File: src/rtl/quarter_wave_synth_pkg.sv
// Shared constants for the quarter-wave sine synthesizer: default widths,
// ASK amplitude levels, the quarter-wave magnitude table and sign folding.
package sine_pkg;

  localparam int MAG_W_DEF  = 8;
  localparam int ADDR_W_DEF = 6;

  localparam logic [1:0] AMP_OFF  = 2'd0;
  localparam logic [1:0] AMP_QTR  = 2'd1;
  localparam logic [1:0] AMP_HALF = 2'd2;
  localparam logic [1:0] AMP_FULL = 2'd3;

  // q[i] = round(255 * sin(pi * i / 128)), first quadrant only
  localparam logic [MAG_W_DEF-1:0] QTAB [0:63] = '{
    8'd0,   8'd6,   8'd13,  8'd19,  8'd25,  8'd31,  8'd37,  8'd44,
    8'd50,  8'd56,  8'd62,  8'd68,  8'd74,  8'd80,  8'd86,  8'd92,
    8'd98,  8'd103, 8'd109, 8'd115, 8'd120, 8'd126, 8'd131, 8'd136,
    8'd142, 8'd147, 8'd152, 8'd157, 8'd162, 8'd167, 8'd171, 8'd176,
    8'd180, 8'd185, 8'd189, 8'd193, 8'd197, 8'd201, 8'd205, 8'd208,
    8'd212, 8'd215, 8'd219, 8'd222, 8'd225, 8'd228, 8'd231, 8'd233,
    8'd236, 8'd238, 8'd240, 8'd242, 8'd244, 8'd246, 8'd247, 8'd249,
    8'd250, 8'd251, 8'd252, 8'd253, 8'd254, 8'd254, 8'd255, 8'd255
  };

  // Two's-complement negation of a zero-extended magnitude; -0 folds to 0
  function automatic logic [MAG_W_DEF:0] sign_fold(
    input logic [MAG_W_DEF-1:0] mag,
    input logic                 neg
  );
    logic [MAG_W_DEF:0] ext;
    ext = {1'b0, mag};
    if (neg) begin
      sign_fold = -ext;
    end else begin
      sign_fold = ext;
    end
  endfunction

endpackage

File: src/rtl/quarter_wave_synth_if.sv
// Sample-request / sample-output bundle between the phase generator side
// and the quarter-wave synthesizer.
interface quarter_wave_synth_if #(
  parameter int MAG_W  = 8,
  parameter int ADDR_W = 6
);
  logic [ADDR_W-1:0]   cnt;
  logic                p;
  logic                s;
  logic [1:0]          amp;
  logic                in_valid;
  logic signed [MAG_W:0] sample;
  logic                out_valid;
  logic                zc;

  modport master (
    output cnt, p, s, amp, in_valid,
    input  sample, out_valid, zc
  );

  modport slave (
    input  cnt, p, s, amp, in_valid,
    output sample, out_valid, zc
  );
endinterface

File: src/rtl/quarter_sine_rom.sv
// Registered-read quarter-wave magnitude ROM (lookup stage of the pipeline).
module quarter_sine_rom
  import sine_pkg::*;
#(
  parameter int MAG_W  = MAG_W_DEF,
  parameter int ADDR_W = ADDR_W_DEF
) (
  input  logic              clk,
  input  logic              rst,
  input  logic [ADDR_W-1:0] addr,
  output logic [MAG_W-1:0]  mag
);

  logic [MAG_W-1:0] mag_r;

  // Registered table read
  always_ff @(posedge clk) begin
    if (rst) begin
      mag_r <= '0;
    end else begin
      mag_r <= QTAB[addr];
    end
  end

  assign mag = mag_r;

endmodule

File: src/rtl/quarter_wave_synth.sv
// Three-stage quarter-wave sine synthesizer: mirror addressing, table lookup,
// ASK scaling with sign folding, and zero-crossing flag on valid outputs.
module quarter_wave_synth
  import sine_pkg::*;
#(
  parameter int MAG_W  = MAG_W_DEF,
  parameter int ADDR_W = ADDR_W_DEF
) (
  input logic                 clk,
  input logic                 rst,
  quarter_wave_synth_if.slave bus
);

  logic [ADDR_W-1:0]     addr_s;
  logic [ADDR_W-1:0]     addr_r;
  logic                  s1_s_r;
  logic [1:0]            s1_amp_r;
  logic                  s1_v_r;

  logic [MAG_W-1:0]      s2_mag_s;
  logic                  s2_s_r;
  logic [1:0]            s2_amp_r;
  logic                  s2_v_r;

  logic [MAG_W-1:0]      scaled_s;
  logic signed [MAG_W:0] shaped_s;
  logic signed [MAG_W:0] sample_r;
  logic                  out_valid_r;
  logic                  zc_r;
  logic                  last_s_r;

  // Mirror addressing: inversion maps cnt to (2^ADDR_W-1) - cnt
  always_comb begin
    addr_s = bus.cnt;
    if (bus.p) begin
      addr_s = ~bus.cnt;
    end else begin
      addr_s = bus.cnt;
    end
  end

  // Stage 1 registers: address and side-band captured together
  always_ff @(posedge clk) begin
    if (rst) begin
      addr_r   <= '0;
      s1_s_r   <= 1'b0;
      s1_amp_r <= AMP_OFF;
      s1_v_r   <= 1'b0;
    end else begin
      addr_r   <= addr_s;
      s1_s_r   <= bus.s;
      s1_amp_r <= bus.amp;
      s1_v_r   <= bus.in_valid;
    end
  end

  quarter_sine_rom #(
    .MAG_W  (MAG_W),
    .ADDR_W (ADDR_W)
  ) u_rom (
    .clk  (clk),
    .rst  (rst),
    .addr (addr_r),
    .mag  (s2_mag_s)
  );

  // Stage 2 registers: side-band travels alongside the ROM read
  always_ff @(posedge clk) begin
    if (rst) begin
      s2_s_r   <= 1'b0;
      s2_amp_r <= AMP_OFF;
      s2_v_r   <= 1'b0;
    end else begin
      s2_s_r   <= s1_s_r;
      s2_amp_r <= s1_amp_r;
      s2_v_r   <= s1_v_r;
    end
  end

  // ASK scaling and sign folding of the looked-up magnitude
  always_comb begin
    scaled_s = '0;
    case (s2_amp_r)
      AMP_FULL: scaled_s = s2_mag_s;
      AMP_HALF: scaled_s = s2_mag_s >> 2'd1;
      AMP_QTR:  scaled_s = s2_mag_s >> 2'd2;
      AMP_OFF:  scaled_s = '0;
      default:  scaled_s = '0;
    endcase
    shaped_s = sign_fold(scaled_s, s2_s_r);
  end

  // Stage 3 registers: sample holds across bubbles, zc tracks valid outputs only
  always_ff @(posedge clk) begin
    if (rst) begin
      sample_r    <= '0;
      out_valid_r <= 1'b0;
      zc_r        <= 1'b0;
      last_s_r    <= 1'b0;
    end else begin
      out_valid_r <= s2_v_r;
      if (s2_v_r) begin
        sample_r <= shaped_s;
        zc_r     <= s2_s_r ^ last_s_r;
        last_s_r <= s2_s_r;
      end else begin
        zc_r     <= 1'b0;
      end
    end
  end

  assign bus.sample    = sample_r;
  assign bus.out_valid = out_valid_r;
  assign bus.zc        = zc_r;

endmodule

File: src/flat_wrapper.sv
// flat-port wrapper written by rule: the top's interface ports become plain ports
module quarter_wave_synth_flat import sine_pkg::*;
#(
  parameter int MAG_W  = MAG_W_DEF,
  parameter int ADDR_W = ADDR_W_DEF
)
  (clk, rst, bus_cnt, bus_p, bus_s, bus_amp, bus_in_valid, bus_sample, bus_out_valid, bus_zc);
  quarter_wave_synth_if #(.MAG_W(MAG_W), .ADDR_W(ADDR_W)) bus_i ();
  input logic clk;
  input logic rst;
  input wire logic [$bits(bus_i.cnt)-1:0] bus_cnt;
  input wire logic [$bits(bus_i.p)-1:0] bus_p;
  input wire logic [$bits(bus_i.s)-1:0] bus_s;
  input wire logic [$bits(bus_i.amp)-1:0] bus_amp;
  input wire logic [$bits(bus_i.in_valid)-1:0] bus_in_valid;
  output wire logic [$bits(bus_i.sample)-1:0] bus_sample;
  output wire logic [$bits(bus_i.out_valid)-1:0] bus_out_valid;
  output wire logic [$bits(bus_i.zc)-1:0] bus_zc;
  assign bus_i.cnt = bus_cnt;
  assign bus_i.p = bus_p;
  assign bus_i.s = bus_s;
  assign bus_i.amp = bus_amp;
  assign bus_i.in_valid = bus_in_valid;
  assign bus_sample = bus_i.sample;
  assign bus_out_valid = bus_i.out_valid;
  assign bus_zc = bus_i.zc;
  quarter_wave_synth #(.MAG_W(MAG_W), .ADDR_W(ADDR_W)) u_core (.clk(clk), .rst(rst), .bus(bus_i));
endmodule
File: config.mk
export PLATFORM = sky130hd
export DESIGN_NAME = quarter_wave_synth_flat
export DESIGN_NICKNAME = d
export VERILOG_FILES = /design/src/rtl/quarter_wave_synth_pkg.sv /design/src/rtl/quarter_wave_synth_if.sv /design/src/rtl/quarter_sine_rom.sv /design/src/rtl/quarter_wave_synth.sv /design/src/flat_wrapper.sv
export SDC_FILE = /design/constraint.sdc
export NUM_CORES = 1
export LEC_CHECK = 0
export ABC_AREA = 0
export CORE_MARGIN = 5
export CORE_UTILIZATION = 45
export DETAILED_ROUTE_END_ITERATION = 10
export GPL_ROUTABILITY_DRIVEN = 0
export MAX_ROUTING_LAYER = met4
export PLACE_DENSITY = 0.73
export REMOVE_ABC_BUFFERS = 1
export SLEW_MARGIN = 10
export SYNTH_ARGS = -nofsm -noshare
export SYNTH_HDL_FRONTEND = slang
export SYNTH_SLANG_ARGS = --single-unit
File: constraint.sdc
create_clock -name clk -period 6 [get_ports clk]
set_clock_uncertainty 0.05 [all_clocks]
set_input_delay 1.2 -clock clk [delete_from_list [all_inputs] [get_ports clk]]
set_output_delay 1.2 -clock clk [all_outputs]
set_load 0.1 [all_outputs]
==> results of run 1 <==
[per-layer routing]
layer | part of all wire | up-vias | track usage
met5 | 0 | - | -
met4 | 0.017 | 0 | 0.05155
met3 | 0.060 | 7 | 0.03047
met2 | 0.47 | 62 | 0.2421
met1 | 0.46 | 883 | 0.1831
li1 | - | 965 | -
[cell families (layout without fill, tap and decap cells)]
kind of cell | Yosys count | in the layout | synth area share
AND/OR/NAND/NOR | 91 | 91 | 0.2141
multiplexers | 14 | 14 | 0.08381
buffers and inverters | 35 | 47 | 0.06773
AO/OA/AOI/OAI | 76 | 76 | 0.2302
XOR/XNOR | 10 | 10 | 0.04019
flip-flops | 34 | 34 | 0.3123
adder cells (fa/ha/maj) | 9 | 9 | 0.05167
[per-stage QoR]
| stage | utilization | std cells | total power, mW |
|---|---|---|---|
| 3_5_place_dp | 0.5102 | 340 | 0.3909 |
| 2_1_floorplan | - | 249 | 0.3542 |
| 5_1_grt | 0.5303 | 348 | 0.5918 |
| 4_1_cts | 0.5303 | 348 | 0.5651 |
| 3_3_place_gp | 0.5102 | 340 | 0.3891 |
| 6_report | 0.5303 | 348 | 0.5593 |
[state kept, by name (all words and copies together) (netlist names)]
| name | flops |
|---|---|
| u_core.bus.out_valid | 1 |
| u_core.bus.zc | 1 |
| u_core.s1_s_r | 1 |
| u_core.last_s_r | 1 |
| u_core.s2_s_r | 1 |
| u_core.u_rom.mag | 8 |
| u_core.s2_v_r | 1 |
| u_core.s1_v_r | 1 |
| u_core.s2_amp_r | 2 |
| u_core.bus.sample | 9 |
| u_core.addr_r | 6 |
| u_core.s1_amp_r | 2 |
[worst max path at each step]
| stage | from | endpoint | depth (start not counted) |
|---|---|---|---|
| after floorplan | u_core.bus.sample[8] | bus_sample[8] | 0 |
| after global placement | rst | u_core.bus.sample[3] | 7 |
| after detailed placement | rst | u_core.bus.sample[3] | 7 |
| after CTS | u_core.bus.sample[1] | bus_sample[1] | 1 |
| after global routing | u_core.bus.sample[1] | bus_sample[1] | 1 |
| final | u_core.bus.sample[1] | bus_sample[1] | 1 |
[final cells by class]
| cell class | count | area (µm²) |
|---|---|---|
| tap | 67 | 83.83 |
| clock buffer | 6 | 82.58 |
| inverter | 15 | 56.30 |
| timing repair buffer | 24 | 237.7 |
| clock inverter | 2 | 12.51 |
| multi-input combinational | 200 | 1351 |
| fill | 455 | 2218 |
| sequential | 34 | 680.7 |
[cell usage after synthesis (all sizes together) (3+ instances only)]
master	count	share of area
a211oi	4	0.016
a21o	3	0.010
a21oi	21	0.048
a31oi	8	0.023
and2	3	0.0086
buf	5	0.016
clkbuf	15	0.026
dfxtp	34	0.31
ha	9	0.052
inv	15	0.026
mux2i	11	0.058
nand2	18	0.031
nand2b	10	0.029
nand3b	3	0.010
nor2	28	0.048
nor2b	12	0.034
nor3	6	0.016
o21ai	18	0.043
xnor2	8	0.032
[power groups by stage]
stage	logic (mW)	clock network [mW]	registers [mW]
6_report	0.120	0.173	0.267
2_1_floorplan	0.0783	0	0.276
3_5_place_dp	0.120	0	0.271
4_1_cts	0.120	0.179	0.266
3_3_place_gp	0.118	0	0.271
5_1_grt	0.133	0.188	0.270
[cells in the final DEF, fill, tap and decap left out, types with 9 or more instances in the layout]
master            n
dfxtp_1          34
nor2b_1          12
inv_1            15
nand2b_1         10
clkdlybuf4s50_1  23
a21oi_1          21
ha_1              9
nand2_1          18
mux2i_1           9
nor2_1           28
o21ai_0          16
==> flow_results.xml, run 1 <==
<?xml version="1.0" encoding="UTF-8"?>
<metrics>
  <group name="global_route">
    <metric name="maximum_number_of_pins_on_one_net_before_global_route_repair" unit="">33</metric>
    <metric name="grt.overflow.total" unit="">0</metric>
    <metric name="track_usage" unit="">0.1487</metric>
    <metric name="grt_pass1_vias" unit="">1698</metric>
    <metric name="first_pass_grt_wire_length" unit="µm">7376</metric>
    <metric name="initial_antenna_violation_count" unit="">0</metric>
  </group>
  <group name="worst_setup_path">
    <metric name="required" unit="ps">4750</metric>
    <metric name="rr_worst_depth" unit="">8</metric>
    <metric name="regToRegStartpoint" unit="">u_core.s2_amp_r[1]</metric>
    <metric name="worstSetupStartpointType" unit="">flip-flop</metric>
    <metric name="critical_path.max_fanout" unit="">2</metric>
    <metric name="critPathBufInv" unit="">1</metric>
    <metric name="timing.critical_path.max_delay_family" unit="">buffers and inverters</metric>
    <metric name="worst_ep_arrival_time" unit="ps">1780</metric>
    <metric name="r2r_slack" unit="ps">3500</metric>
    <metric name="cp_slowest_stage_delay" unit="ps">1150</metric>
    <metric name="timing.critical_path.to_type" unit="">output pin</metric>
    <metric name="crit_chain" unit="">clkdlybuf4s50_1</metric>
    <metric name="crit_type" unit="">flip-flop to output pin</metric>
    <metric name="worst_path_max_delay_cell" unit="">clkdlybuf4s50_1</metric>
    <metric name="reg2reg_to" unit="">u_core.bus.sample[6]</metric>
  </group>
  <group name="clock_tree">
    <metric name="cts-resized-gates" unit="">0</metric>
    <metric name="worst_setup_hold_path_clk_slew" unit="ps">70</metric>
    <metric name="worst_skew_pair.late_latency" unit="ps">290</metric>
    <metric name="cts_sinks" unit="">34</metric>
    <metric name="h-tree-depth" unit="">2</metric>
    <metric name="hold_fix_buffers_at_cts" unit="">0</metric>
    <metric name="root_buffer" unit="">clkbuf_8</metric>
    <metric name="clock_tree.buffer_depth" unit="">2</metric>
    <metric name="clock_tree_from_tritoncts" unit="">done</metric>
    <metric name="post-cts-setup-buffers" unit="">0</metric>
    <metric name="total_clock_buffers_created_by_cts" unit="">5</metric>
  </group>
  <group name="sta">
    <metric name="layout_setup_ws" unit="ps">2966</metric>
    <metric name="rsz0062_at_grt" unit="">false</metric>
    <metric name="max-slew-margin-rel" unit="">0.3369</metric>
    <metric name="layout_worst_path_cycle_share" unit="">0.5057</metric>
    <metric name="max_slew.worst_pin.slew" unit="ps">991.5</metric>
    <metric name="setup_viol" unit="">0</metric>
    <metric name="max_freq" unit="GHz">0.3296</metric>
    <metric name="final-max-slew-violation-count" unit="">0</metric>
    <metric name="period_minus_slack" unit="ps">3034</metric>
    <metric name="timing.final.hold_violations" unit="">0</metric>
    <metric name="hold_slack" unit="ps">389.1</metric>
    <metric name="fin_setup_tns" unit="ps">0</metric>
  </group>
  <group name="power_and_ir_drop">
    <metric name="power.net_switching" unit="mW">0.1722</metric>
    <metric name="seq_power_share" unit="">0.477</metric>
    <metric name="power_density" unit="nW/µm²">223.3</metric>
    <metric name="intPower" unit="mW">0.3870</metric>
    <metric name="switching_share" unit="">0.3079</metric>
    <metric name="proportion_of_power_drawn_by_combinational_gates" unit="">0.214</metric>
    <metric name="vdd_drop_max" unit="V">0.0001888</metric>
    <metric name="leak_pwr" unit="nW">0.9341</metric>
    <metric name="clockPowerShare" unit="">0.309</metric>
  </group>
  <group name="route">
    <metric name="ant_nets" unit="">0</metric>
    <metric name="routed_wirelength" unit="µm">4262</metric>
    <metric name="drt_pre_antenna_iters" unit="">4</metric>
    <metric name="num_vias" unit="">1917</metric>
    <metric name="dr.first_iter.drc_count" unit="">107</metric>
    <metric name="via_per_inst" unit="">5.509</metric>
    <metric name="detail_route.wl_per_cell" unit="µm">12.25</metric>
    <metric name="drc" unit="">0</metric>
  </group>
  <group name="die">
    <metric name="dieHeight" unit="µm">79.60</metric>
    <metric name="initial_standard_cell_utilization_of_the_core" unit="">0.4615</metric>
    <metric name="die-width" unit="µm">79.60</metric>
    <metric name="fp.coreArea" unit="µm²">4723</metric>
    <metric name="io-pin-count" unit="">24</metric>
    <metric name="cell_rows" unit="">25</metric>
    <metric name="design.die.area" unit="µm²">6335</metric>
  </group>
  <group name="logic_synthesis">
    <metric name="synth.cell_area" unit="µm²">2180</metric>
    <metric name="yosysWarningCount" unit="">0</metric>
    <metric name="syn-mean-instance-area" unit="µm²">8.103</metric>
    <metric name="post_synth_inst_count" unit="">269</metric>
    <metric name="synth_enable_flop_cells" unit="">0</metric>
    <metric name="asyncSetResetFlopFracSynth" unit="">0</metric>
    <metric name="ys_ff_latch" unit="">34</metric>
    <metric name="post_synth_num_cell_types" unit="">56</metric>
    <metric name="ys_seq_area_frac" unit="">0.3123</metric>
    <metric name="synth_top_flop_cell" unit="">dfxtp_1</metric>
  </group>
  <group name="cells_and_area">
    <metric name="flow.area_growth_from_synthesis" unit="%">14.93</metric>
    <metric name="drive_above_1_share" unit="">0.07829</metric>
    <metric name="num-nets-final" unit="">302</metric>
    <metric name="antenna_cells_inserted" unit="">0</metric>
    <metric name="final_area" unit="µm²">2505</metric>
  </group>
  <group name="worst_hold_path">
    <metric name="min-delay-start" unit="">u_core.s1_v_r</metric>
    <metric name="worstHoldEndpoint" unit="">u_core.s2_v_r</metric>
    <metric name="min-delay-path-class" unit="">flip-flop to flip-flop</metric>
    <metric name="worst_hold_depth" unit="">1</metric>
  </group>
  <group name="placed_design">
    <metric name="placed_area" unit="µm²">2410</metric>
    <metric name="preCtsSetupSlack" unit="ps">3154</metric>
    <metric name="hpwlAfterDp" unit="µm">3049</metric>
    <metric name="portBuffers" unit="">23</metric>
  </group>
  <group name="run_status">
    <metric name="status" unit="">complete, no violations</metric>
  </group>
  <group name="flow_run">
    <metric name="maxCapViolCount" unit="">0</metric>
  </group>
</metrics>
Power figures use the tool's default switching activity.
==> run 2: changes to the inputs <==
- PLACE_DENSITY: 0.73 -> 0.76
- clock period: 6 -> 2.63 ns (I/O delays scaled with it)
==> run 2 against run 1 <==
Highest routed layer unchanged. Sequential share of layout area grew 0.054 points. Register-to-register slack lost 3100 ps. Largest power group unchanged. First-iteration DRC count shrank 1.9%. Routed wire length grew 5.5%. Power grew 130%. Core utilization shrank 0.11 points. Cell count grew 0.86%. Via count grew 0.73%. Combinational power grew 140%.
==> flow_results.xml, run 2 (synthesis gave the netlist of run 1 again) <==
<?xml version="1.0" encoding="UTF-8"?>
<metrics>
  <group name="route">
    <metric name="num_vias" unit="">1931</metric>
    <metric name="dr.first_iter.drc_count" unit="">105</metric>
    <metric name="detail_route.wl_per_cell" unit="µm">12.81</metric>
    <metric name="via_per_inst" unit="">5.501</metric>
    <metric name="drt_pre_antenna_iters" unit="">5</metric>
    <metric name="drc" unit="">0</metric>
    <metric name="routed_wirelength" unit="µm">4495</metric>
    <metric name="ant_nets" unit="">0</metric>
  </group>
  <group name="placed_design">
    <metric name="portBuffers" unit="">23</metric>
    <metric name="placedCellCount" unit="">343</metric>
    <metric name="preCtsSetupSlack" unit="ps">394.6</metric>
    <metric name="hpwlAfterDp" unit="µm">3318</metric>
  </group>
  <group name="worst_setup_path">
    <metric name="cp_slowest_stage_delay" unit="ps">530</metric>
    <metric name="worstSetupStartpointType" unit="">flip-flop</metric>
    <metric name="worst_ep_arrival_time" unit="ps">2360</metric>
    <metric name="crit_type" unit="">flip-flop to flip-flop</metric>
    <metric name="timing.critical_path.max_delay_family" unit="">multiplexers</metric>
    <metric name="required" unit="ps">2740</metric>
    <metric name="critical_path.max_fanout" unit="">12</metric>
    <metric name="timing.critical_path.to_type" unit="">flip-flop</metric>
    <metric name="crit_chain" unit="">inv_1 &gt; ha_1 &gt; nor2_1 &gt; a21o_1 &gt; mux4_2 &gt; mux2i_1 &gt; nor2_1</metric>
    <metric name="critPathBufInv" unit="">1</metric>
    <metric name="worst_path_most_repeated_cell" unit="">nor2_1</metric>
    <metric name="worst_path_max_delay_cell" unit="">dfxtp_1</metric>
  </group>
  <group name="power_and_ir_drop">
    <metric name="power_density" unit="nW/µm²">512.3</metric>
    <metric name="proportion_of_power_drawn_by_combinational_gates" unit="">0.224</metric>
    <metric name="clockPowerShare" unit="">0.305</metric>
    <metric name="seq_power_share" unit="">0.470</metric>
    <metric name="leak_pwr" unit="nW">0.9716</metric>
    <metric name="power.net_switching" unit="mW">0.3958</metric>
    <metric name="switching_share" unit="">0.3091</metric>
    <metric name="intPower" unit="mW">0.8848</metric>
    <metric name="vdd_drop_max" unit="V">0.0002862</metric>
  </group>
  <group name="sta">
    <metric name="fin_setup_tns" unit="ps">0</metric>
    <metric name="max-slew-margin-rel" unit="">0.4274</metric>
    <metric name="period_minus_slack" unit="ps">2253</metric>
    <metric name="layout_worst_path_cycle_share" unit="">0.8566</metric>
    <metric name="timing.final.hold_violations" unit="">0</metric>
    <metric name="final-max-slew-violation-count" unit="">0</metric>
    <metric name="layout_setup_ws" unit="ps">377.2</metric>
    <metric name="max_slew.worst_pin.slew" unit="ps">857.7</metric>
    <metric name="setup_viol" unit="">0</metric>
    <metric name="rsz0062_at_grt" unit="">false</metric>
    <metric name="max_freq" unit="GHz">0.4439</metric>
  </group>
  <group name="global_route">
    <metric name="grt_pass1_vias" unit="">1799</metric>
    <metric name="track_usage" unit="">0.1616</metric>
    <metric name="first_pass_grt_wire_length" unit="µm">8052</metric>
    <metric name="maximum_number_of_pins_on_one_net_before_global_route_repair" unit="">32</metric>
    <metric name="grt.overflow.total" unit="">0</metric>
    <metric name="initial_antenna_violation_count" unit="">0</metric>
  </group>
  <group name="cells_and_area">
    <metric name="layout.filler_cells" unit="">436</metric>
    <metric name="largest_register_ff_count" unit="">9</metric>
    <metric name="finish.cell_count_without_fillers" unit="">351</metric>
    <metric name="flow.area_growth_from_synthesis" unit="%">14.70</metric>
    <metric name="layout_common_cells" unit="">dfxtp_1, nor2_1, a21oi_1</metric>
    <metric name="final-seq-area" unit="µm²">680.7</metric>
    <metric name="num-nets-final" unit="">305</metric>
    <metric name="multi_input_comb_area" unit="µm²">1351</metric>
    <metric name="layout.cells.most_common" unit="">dfxtp_1</metric>
    <metric name="drive_above_1_share" unit="">0.1268</metric>
    <metric name="antenna_cells_inserted" unit="">0</metric>
    <metric name="final_design_utilization" unit="">0.5293</metric>
  </group>
  <group name="die">
    <metric name="cell_rows" unit="">25</metric>
    <metric name="dieHeight" unit="µm">79.60</metric>
    <metric name="io-pin-count" unit="">24</metric>
    <metric name="fp.coreArea" unit="µm²">4723</metric>
    <metric name="die-width" unit="µm">79.60</metric>
    <metric name="design.die.area" unit="µm²">6335</metric>
    <metric name="initial_standard_cell_utilization_of_the_core" unit="">0.4615</metric>
  </group>
  <group name="clock_tree">
    <metric name="total_clock_buffers_created_by_cts" unit="">5</metric>
    <metric name="cts_sinks" unit="">34</metric>
    <metric name="clock_tree.buffer_depth" unit="">2</metric>
    <metric name="worst_skew_pair.late_latency" unit="ps">280</metric>
    <metric name="hold_fix_buffers_at_cts" unit="">0</metric>
    <metric name="post-cts-setup-buffers" unit="">0</metric>
    <metric name="cts-resized-gates" unit="">0</metric>
    <metric name="worst_setup_hold_path_clk_slew" unit="ps">70</metric>
    <metric name="root_buffer" unit="">clkbuf_8</metric>
    <metric name="h-tree-depth" unit="">2</metric>
    <metric name="clock_tree_from_tritoncts" unit="">done</metric>
  </group>
  <group name="run_status">
    <metric name="status" unit="">complete, no violations</metric>
  </group>
  <group name="flow_run">
    <metric name="maxCapViolCount" unit="">0</metric>
  </group>
  <group name="worst_hold_path">
    <metric name="min-delay-path-class" unit="">flip-flop to flip-flop</metric>
  </group>
</metrics>
## run 2: changes by cell type in the layout (fill, tap and decap cells not counted)
cell / delta
buf_4: +14
clkdlybuf4s50_1: -11
## run 2: power by group through the flow
stage                     registers (mW)  clock network, mW  logic, mW
after floorplan                    0.629                  0      0.179
after global placement             0.611                  0      0.282
after detailed placement           0.612                  0      0.285
after CTS                          0.600              0.407      0.286
after global routing               0.610              0.430      0.320
final                              0.602              0.391      0.287
## run 2: area by class of cell
class	instances	share of cell area
Tap cell	67	0.03353
Sequential cell	34	0.2723
Clock inverter	2	0.005005
Clock buffer	6	0.03303
Inverter	15	0.02252
Multi-Input combinational cell	200	0.5405
Timing Repair Buffer	27	0.09309
## run 2: path summary, 6_finish.rpt
check	startpoint	to	slack (ps)	depth (start not counted)
worst max register to register	u_core.addr_r[1]	u_core.u_rom.mag[3]	380	7
worst max-delay path	u_core.addr_r[1]	u_core.u_rom.mag[3]	380	7
worst min-delay path	u_core.s1_v_r	u_core.s2_v_r	400	1
worst min register to register	u_core.s1_v_r	u_core.s2_v_r	400	1
## run 2: routing by layer
layer	up-vias	wire length (µm)	track usage
li1	972	-	-
met1	879	2066	0.2067
met2	73	2048	0.2554
met3	7	292	0.02709
met4	0	87	0.06186
met5	-	0	-
## run 2: worst register-to-register path, delay by kind of cell (launching register included)
kind	cells	cell delay (ps)
muxes	2	580
DFF	1	530
adders and majority gates	1	480
buffers and inverters	1	190
AOI/OAI and AO/OA	1	160
and+or+nand+nor	2	140
## run 2: stage by stage
step                      hold WS [ps]  cell area (µm²)  total power [mW]
after floorplan                  363.8             2088            0.8080
after global placement           368.7             2405            0.8925
after detailed placement         378.3             2405            0.8972
after CTS                        401.7             2500             1.293
after global routing             413.5             2500             1.360
final                            395.3             2500             1.281
==> run 3: changes to the inputs <==
- CORE_MARGIN: 5 -> default
==> run 3 against run 2 <==
Via count decreased by 1.5%. Worst hold slack worse by 5.8 ps. Maximum frequency rose by 0.15%. Combinational power is essentially flat. Largest cell class unchanged. Sequential share of layout area rose by 0.21 points. Register-to-register slack is essentially flat. Routed wire length about the same. Sequential power about the same. Cell count is 4.3% lower. Power up 0.38%. Critical path depth did not move. Design area is 0.75% lower.
==> flow_results.xml, run 3 (synthesis gave the netlist of run 1 again) <==
<?xml version="1.0" encoding="UTF-8"?>
<metrics>
  <group name="run_status">
    <metric name="status" unit="">complete, no violations</metric>
  </group>
  <group name="worst_setup_path">
    <metric name="required" unit="ps">2740</metric>
    <metric name="timing.critical_path.to_type" unit="">flip-flop</metric>
    <metric name="crit_type" unit="">flip-flop to flip-flop</metric>
    <metric name="worst_path_max_delay_cell" unit="">dfxtp_1</metric>
    <metric name="crit_chain" unit="">inv_1 &gt; ha_1 &gt; nor2_1 &gt; a21o_1 &gt; mux4_2 &gt; mux2i_1 &gt; nor2_1</metric>
    <metric name="worst_path_most_repeated_cell" unit="">nor2_1</metric>
    <metric name="worst_ep_arrival_time" unit="ps">2360</metric>
    <metric name="critical_path.max_fanout" unit="">12</metric>
    <metric name="worstSetupStartpointType" unit="">flip-flop</metric>
    <metric name="cp_slowest_stage_delay" unit="ps">530</metric>
  </group>
  <group name="clock_tree">
    <metric name="clock_tree.buffer_depth" unit="">2</metric>
    <metric name="h-tree-depth" unit="">2</metric>
    <metric name="clock_tree_from_tritoncts" unit="">done</metric>
    <metric name="worst_skew_pair.late_latency" unit="ps">280</metric>
    <metric name="total_clock_buffers_created_by_cts" unit="">5</metric>
    <metric name="post-cts-setup-buffers" unit="">0</metric>
    <metric name="cts-resized-gates" unit="">0</metric>
    <metric name="root_buffer" unit="">clkbuf_8</metric>
    <metric name="worst_setup_hold_path_clk_slew" unit="ps">70</metric>
    <metric name="hold_fix_buffers_at_cts" unit="">0</metric>
    <metric name="cts_sinks" unit="">34</metric>
  </group>
  <group name="power_and_ir_drop">
    <metric name="switching_share" unit="">0.3114</metric>
    <metric name="clockPowerShare" unit="">0.308</metric>
    <metric name="seq_power_share" unit="">0.467</metric>
    <metric name="power_density" unit="nW/µm²">518.1</metric>
    <metric name="intPower" unit="mW">0.8851</metric>
    <metric name="proportion_of_power_drawn_by_combinational_gates" unit="">0.224</metric>
    <metric name="power.net_switching" unit="mW">0.4004</metric>
    <metric name="leak_pwr" unit="nW">0.9716</metric>
    <metric name="vdd_drop_max" unit="V">0.0004695</metric>
  </group>
  <group name="global_route">
    <metric name="initial_antenna_violation_count" unit="">0</metric>
    <metric name="first_pass_grt_wire_length" unit="µm">7445</metric>
    <metric name="grt.overflow.total" unit="">0</metric>
    <metric name="grt_pass1_vias" unit="">1676</metric>
    <metric name="maximum_number_of_pins_on_one_net_before_global_route_repair" unit="">32</metric>
    <metric name="track_usage" unit="">0.1906</metric>
  </group>
  <group name="cells_and_area">
    <metric name="antenna_cells_inserted" unit="">0</metric>
    <metric name="drive_above_1_share" unit="">0.1268</metric>
    <metric name="layout.filler_cells" unit="">447</metric>
    <metric name="num-nets-final" unit="">305</metric>
    <metric name="flow.area_growth_from_synthesis" unit="%">13.83</metric>
    <metric name="largest_register_ff_count" unit="">9</metric>
    <metric name="layout.cells.most_common" unit="">dfxtp_1</metric>
    <metric name="layout_common_cells" unit="">dfxtp_1, nor2_1, a21oi_1</metric>
    <metric name="finish.cell_count_without_fillers" unit="">336</metric>
  </group>
  <group name="sta">
    <metric name="fin_setup_tns" unit="ps">0</metric>
    <metric name="layout_setup_ws" unit="ps">380.5</metric>
    <metric name="final-max-slew-violation-count" unit="">0</metric>
    <metric name="max_freq" unit="GHz">0.4446</metric>
    <metric name="layout_worst_path_cycle_share" unit="">0.8553</metric>
    <metric name="rsz0062_at_grt" unit="">false</metric>
    <metric name="setup_viol" unit="">0</metric>
    <metric name="max-slew-margin-rel" unit="">0.4374</metric>
    <metric name="max_slew.worst_pin.slew" unit="ps">842.8</metric>
    <metric name="period_minus_slack" unit="ps">2249</metric>
    <metric name="timing.final.hold_violations" unit="">0</metric>
  </group>
  <group name="route">
    <metric name="detail_route.wl_per_cell" unit="µm">13.39</metric>
    <metric name="num_vias" unit="">1902</metric>
    <metric name="drt_pre_antenna_iters" unit="">4</metric>
    <metric name="drc" unit="">0</metric>
    <metric name="via_per_inst" unit="">5.661</metric>
    <metric name="dr.first_iter.drc_count" unit="">84</metric>
    <metric name="routed_wirelength" unit="µm">4499</metric>
    <metric name="ant_nets" unit="">0</metric>
  </group>
  <group name="die">
    <metric name="io-pin-count" unit="">24</metric>
    <metric name="fp.coreArea" unit="µm²">4504</metric>
    <metric name="initial_standard_cell_utilization_of_the_core" unit="">0.4839</metric>
    <metric name="dieHeight" unit="µm">71.60</metric>
    <metric name="die-width" unit="µm">71.60</metric>
    <metric name="cell_rows" unit="">24</metric>
    <metric name="design.die.area" unit="µm²">5126</metric>
  </group>
  <group name="placed_design">
    <metric name="portBuffers" unit="">23</metric>
    <metric name="preCtsSetupSlack" unit="ps">405.8</metric>
    <metric name="placedCellCount" unit="">328</metric>
    <metric name="hpwlAfterDp" unit="µm">3234</metric>
  </group>
  <group name="flow_run">
    <metric name="maxCapViolCount" unit="">0</metric>
  </group>
  <group name="worst_hold_path">
    <metric name="min-delay-path-class" unit="">flip-flop to flip-flop</metric>
  </group>
</metrics>
[run 3: cell counts in the layout (fill, tap and decap cells not counted)]
No cell type changed its count.
[run 3: critical path, delay by kind of cell, from the launching register on]
family	cells	cell delay [ps]
flip-flops	1	530
AO/OA/AOI/OAI	1	170
buffers and inverters	1	180
AND/OR/NAND/NOR	2	140
multiplexers	2	600
adder cells (fa/ha/maj)	1	470
[run 3: power by group through the flow]
stage / registers [mW] / clock network (mW) / logic (mW)
finish: 0.601 / 0.396 / 0.288
detailed placement: 0.611 / 0 / 0.286
global route: 0.608 / 0.433 / 0.317
floorplan: 0.629 / 0 / 0.179
CTS: 0.600 / 0.406 / 0.287
global placement: 0.610 / 0 / 0.281
[run 3: final timing paths]
| kind | from | to | slack (ps) | cells past startpoint |
|---|---|---|---|---|
| setup / recovery | u_core.addr_r[1] | u_core.u_rom.mag[3] | 380 | 7 |
| hold / removal | u_core.s1_s_r | u_core.s2_s_r | 390 | 1 |
| setup reg to reg | u_core.addr_r[1] | u_core.u_rom.mag[3] | 380 | 7 |
| hold reg to reg | u_core.s1_s_r | u_core.s2_s_r | 390 | 1 |
[run 3: stage by stage]
| stage | util | hold WS [ps] | total power, mW | cell area, µm² |
|---|---|---|---|---|
| 2_1_floorplan | - | 363.8 | 0.8080 | 2088 |
| 3_3_place_gp | 0.5297 | 367.1 | 0.8914 | 2386 |
| 3_5_place_dp | 0.5297 | 374.5 | 0.8972 | 2386 |
| 4_1_cts | 0.5508 | 391.5 | 1.293 | 2481 |
| 5_1_grt | 0.5508 | 404.7 | 1.359 | 2481 |
| 6_report | 0.5508 | 389.5 | 1.285 | 2481 |
[run 3: area by class of cell]
cell class	count	area (µm²)	area share
inverters	15	56.30	0.02269
clock buffers	6	82.58	0.03328
repair buffers	27	232.7	0.09380
clock inverters	2	12.51	0.005043
flip-flops and latches	34	680.7	0.2743
well taps	52	65.06	0.02622
multi-input cells	200	1351	0.5446
[run 3: layer usage]
metal | vias to the layer above | track usage | share of wire | wire (µm)
met1 | 868 | 0.2381 | 0.46 | 2063
li1 | 972 | - | - | -
met3 | 8 | 0.04782 | 0.054 | 244
met5 | - | - | 0 | 0
met4 | 0 | 0.05882 | 0.017 | 75
met2 | 54 | 0.3048 | 0.47 | 2116
